`src/rtl/half_adder.sv`:
```
// half_adder: registered WIDTH-lane half adder with valid/ready input and 2-entry output FIFO
module half_adder #(
   parameter int WIDTH = 1,
   parameter int CW    = $clog2(WIDTH + 1)
) (
   input  logic             clk,
   input  logic             rst_n,
   input  logic [WIDTH-1:0] a,
   input  logic [WIDTH-1:0] b,
   input  logic             in_valid,
   output logic             in_ready,
   output logic [WIDTH-1:0] sum,
   output logic [WIDTH-1:0] carry,
   output logic [CW-1:0]    carry_cnt,
   output logic             out_valid,
   input  logic             out_ready
);
   localparam int EW = 2 * WIDTH + CW;
   logic [WIDTH-1:0] c;
   logic [CW-1:0]    cnt;
   logic [EW-1:0]    head, tail, nw;
   logic [1:0]       occ;
   logic             acc, pop;
   assign c         = a & b;
   assign nw        = {a ^ b, c, cnt};
   assign in_ready  = occ != 2'd2;
   assign out_valid = occ != 2'd0;
   assign acc       = in_valid && in_ready;
   assign pop       = out_valid && out_ready;
   assign {sum, carry, carry_cnt} = head;
   always_comb begin
      cnt = '0;
      for (int i = 0; i < WIDTH; i++) cnt = cnt + CW'(c[i]);
   end
   // head keeps the last popped entry when the FIFO drains, so outputs hold stale values
   always_ff @(posedge clk or negedge rst_n) begin
      if (!rst_n) begin
         occ  <= '0;
         head <= '0;
         tail <= '0;
      end else begin
         occ <= occ + 2'(acc) - 2'(pop);
         if (acc && (occ == 2'd0 || pop)) head <= nw;
         else if (pop && occ == 2'd2) head <= tail;
         if (acc && occ == 2'd1 && !pop) tail <= nw;
      end
   end
endmodule

```
`config.mk`:
```
export PLATFORM = sky130hd
export DESIGN_NAME = half_adder
export DESIGN_NICKNAME = d
export VERILOG_FILES = /design/src/rtl/half_adder.sv
export SDC_FILE = /design/constraint.sdc
export NUM_CORES = 1
export LEC_CHECK = 0
export ABC_AREA = 1
export ABC_CLOCK_PERIOD_IN_PS = 2150
export CORE_AREA = 2 2 39 41
export CTS_BUF_LIST = sky130_fd_sc_hd__clkbuf_8
export DETAILED_ROUTE_END_ITERATION = 6
export DIE_AREA = 0 0 41 43
export SLEW_MARGIN = 20
export SYNTH_ARGS = -nofsm -noshare
export SYNTH_HDL_FRONTEND = slang
export SYNTH_SLANG_ARGS = --single-unit
```
`constraint.sdc`:
```
create_clock -name clk -period 2.15 [get_ports clk]
set_clock_uncertainty 0.2 [all_clocks]
set_input_delay 0.3225 -clock clk [delete_from_list [all_inputs] [get_ports clk]]
set_output_delay 0.3225 -clock clk [all_outputs]
set_load 0.05 [all_outputs]
```
==> results of run 1 <==
path summary, 6_finish.rpt:
| path | startpoint | to | slack, ns | cells after the start |
|---|---|---|---|---|
| max reg2reg | occ[0] | occ[1] | 0.36 | 7 |
| min in group clk | tail[2] | tail[2] | 0.30 | 2 |
| max in group asynchronous | rst_n | tail[2] | 1.38 | 1 |
| max | head[1] | carry_cnt | 0.25 | 1 |
| min | rst_n | tail[1] | 0.15 | 1 |
| min reg2reg | tail[2] | tail[2] | 0.30 | 2 |
synthesized netlist by cell type (all sizes together):
cell	n	area (um^2)
dfrtp	6	150
buf	1	7.51
a21oi	1	5.00
nand4	5	31.3
inv	6	22.5
nand3	4	25.0
o21ai	2	10.0
xnor2	1	8.76
ha	3	37.5
nand2	12	52.6
xor2	1	8.76
metrics by stage:
| stage | cell area [um^2] | hold slack, ns | std cells |
|---|---|---|---|
| CTS | 515 | 0.156 | 71 |
| finish | 515 | 0.150 | 71 |
| floorplan | 359 | -0.173 | 42 |
| global route | 515 | 0.170 | 71 |
| global placement | 474 | 0.283 | 68 |
| detailed placement | 474 | 0.287 | 68 |
cells by family (layout without fill, tap and decap cells):
family          count (synthesis)  after routing
simple gates                   21             21
buf+inv                         7             20
flops                           6              6
fa+ha+maj                       3              3
compound gates                  3              3
xor+xnor                        2              2
where the power goes:
group          internal [uW]  switching (uW)
Clock                    120            47.6
Combinational            165             320
Sequential               173            50.2
Total                    458             418
cell type report:
class,count,area share
timing repair buffer,11,0.199
clock buffer,3,0.0801
sequential,6,0.291
inverter,6,0.0437
tap,16,0.0388
multi-input combinational,29,0.347
registers in the layout, summed over array words and instances, names as in the netlist:
signal	count
tail	2
occ	2
head	2
routing by layer:
layer	part of all wire	vias up
li1	-	165
met1	0.46	146
met2	0.47	7
met3	0.040	2
met4	0.027	0
met5	0	-
layout by cell type (no fill, tap or decap):
cell / n
sky130_fd_sc_hd__xor2_1: 1
sky130_fd_sc_hd__clkdlybuf4s50_1: 8
sky130_fd_sc_hd__a21oi_1: 1
sky130_fd_sc_hd__clkbuf_8: 3
sky130_fd_sc_hd__nand4_1: 5
sky130_fd_sc_hd__nand2_1: 11
sky130_fd_sc_hd__ha_1: 3
sky130_fd_sc_hd__inv_2: 2
sky130_fd_sc_hd__dfrtp_1: 6
sky130_fd_sc_hd__o21ai_0: 2
sky130_fd_sc_hd__inv_1: 4
sky130_fd_sc_hd__nand2_4: 1
sky130_fd_sc_hd__buf_4: 3
sky130_fd_sc_hd__xnor2_1: 1
sky130_fd_sc_hd__nand3_1: 3
sky130_fd_sc_hd__nand3_2: 1
==> results, run 1 <==
- The clock tree from TritonCTS is yes.
- The synthesis-to-finish area growth is 43.6%.
- In the synthesized netlist, the number of instances is 42.
- Clock latency on the worst-skew pair, taken at its later pin, is 0.22 ns.
- The count of nets left with antenna violations once routing finished came out at 0.
- Counting the buffers created by CTS gives 3.
- For met2 alone, demand over resource in global routing was 0.147.
- The clock period minus worst slack is 1.90 ns.
- The area of the mapped netlist is 359 um^2.
- The met3 global-route usage is 0.0471.
- The final-report setup violation count is 0.
- In this run the mean area of a mapped cell was roughly 8.5 um^2.
- The global routing stage identified its most utilized layer as met2.
- After global routing the overflow that remains totals 0.
- The count of buffer and inverter cells on the critical path is 1.
- Clock-pin slew was measured on the worst setup and hold paths at 0.04 ns.
- The fraction of the mapped netlist area in compound gates was 0.0418.
- The post-detailed-route wirelength per cell is slightly below 10 um.
- The number of max-cap violations is 0.
- For the final routed database, the setup TNS stands at 0 ns.
- The final cell utilization of the core is 0.373.
- The overall track demand over capacity in global routing is 0.113.
- The areal power density over the cells is 1700 nW/um^2.
- The floorplan step defined a die boundary enclosing 1760 um^2.
- The worst-case IR drop observed on VDD is 0.452 mV.
- Total power for the finished layout comes to roughly 900 uW.
- Data arrives at the worst endpoint at 1.38 ns.
- The placeable core area is 1380 um^2.
- Fill cells in the final layout number 147.
- The number of global-route vias before repair is 319.
- For this design, the slowest cell found on the critical path is sky130_fd_sc_hd__clkdlybuf4s50_1.
- Of the cells placed in the final design, the portion with a size suffix greater than 1 is 0.182.
- The count of buffers inserted at the top-level ports is 10.
- The tree built by TritonCTS fans out to 6 sinks.
- The leakage power summed over all cells is 0.000257 uW.
- The class of the most critical setup path is register to output pin.
- After detailed routing, the number of remaining DRC violations is 0.
- The slew at the pin closest to its max-slew limit is 0.489 ns.
- Entering global routing, the biggest net connects 7 pins.
- In this run the worst path has a maximum fanout of 3.
- In this run the number of H-tree levels came out at 1.
- Row generation in the floorplan step produced 14 rows.
- The proportion of synthesized chip area in sequential cells is 0.418.
- The sequential standard cell area is 150 um^2.
- The final-report hold violation count was 0.
- The maximum number of buffers from clock root to sink is 2.
- STA classifies the critical path startpoint as a register.
- The adder-cell area share of the yosys netlist is 0.105.
- The total iterations of the first detailed-routing run is 4.
- The number of distinct library cell variants in the gate-level netlist after synthesis is 14.
- For this run, the top clock speed supported by timing is 0.526 GHz.
- Routability-driven placement finished with a final weighted congestion of 0.772.
- In this run the worst hold path is classified as input port to async pin.
- The number of gates resized after CTS was 0.
- The detailed router finished its first iteration with 6 violations.
- Of the available clock period, the critical path in the final layout requires 0.884.
- The data required time at the worst endpoint is around 1.6 ns.
- After the last flow step, the layout net total stands at 66.
- The floorplan step set the die height to 43 um.
- The first global-routing pass estimated 1240 um of wire.
- The detailed placement HPWL is roughly 560 um.
- The flow ran to the end, and the final reports show no timing, DRC or antenna violations.
- The relative slew slack is 0.673.
- The category of the worst setup path capture point is an output pin.
- The number of slew-limit violations in the final report came to 0.
- The number of hold-repair buffers added at the cts stage is 0.
- Of the total synthesized cell area, the portion taken by XOR and XNOR cells is 0.0488.
- The largest family of logic cells by synthesized area is simple AND/OR/NAND/NOR gates.
- Summed over all layers, the routed wires come to 698 um.
- Summing over every cut layer, the via total after detailed routing is 320.
- The Yosys step of the flow raised 0 warnings.
- Traced cell by cell, the critical path runs through clkdlybuf4s50_1.
- Setup repair after global routing left no endpoint under its margin.
- The width of the chip is ~41 um.
- The effective utilization at floorplan is 0.259.
- The routing usage on met1 is 0.125.
- Synthesis produced a netlist with a net count of 51.
- OpenSTA, run right after detailed placement, puts the worst setup slack at 0.0647 ns.
- Dividing the detail-routed via count by the number of cells gives 4.51.
- The largest delay contributor family on the critical path is buffers and inverters.
- Pin placement for this block handled 11 I/O pins.
- The initial antenna violation count came to 0.
- The delay contributed by the slowest stage of the critical path is 0.80 ns.
- The repair_antennas step left the layout with diodes totalling 0.
- The setup slack of the critical path after layout is 0.249 ns.
- The footprint of the multi-input gates is 179 um^2.
- The tree is rooted in a sky130_fd_sc_hd__clkbuf_8.
- Counting flops and latches in the post-synthesis netlist gives 6.
- After clock tree synthesis, the setup repair step added 0 buffers.
- The area fraction in and, or, nand and nor cells after synthesis is 0.303.
- The share of synthesized area spent on multiplexers is 0.
Note: power is estimated with default switching activity, not from simulation.
==> run 2, diff against run 1 <==
--- a/config.mk
+++ b/config.mk
@@ -7,6 +7,7 @@
 export LEC_CHECK = 0
 export ABC_AREA = 1
 export ABC_CLOCK_PERIOD_IN_PS = 2150
+export CAP_MARGIN = 20
 export CORE_AREA = 2 2 39 41
 export CTS_BUF_LIST = sky130_fd_sc_hd__clkbuf_8
 export DETAILED_ROUTE_END_ITERATION = 6
@@ -15,3 +16,4 @@
 export SYNTH_ARGS = -nofsm -noshare
 export SYNTH_HDL_FRONTEND = slang
 export SYNTH_SLANG_ARGS = --single-unit
+export TNS_END_PERCENT = 5
==> results of run 2 <==
Final layout, timing and power as in run 1 (identical DEF).
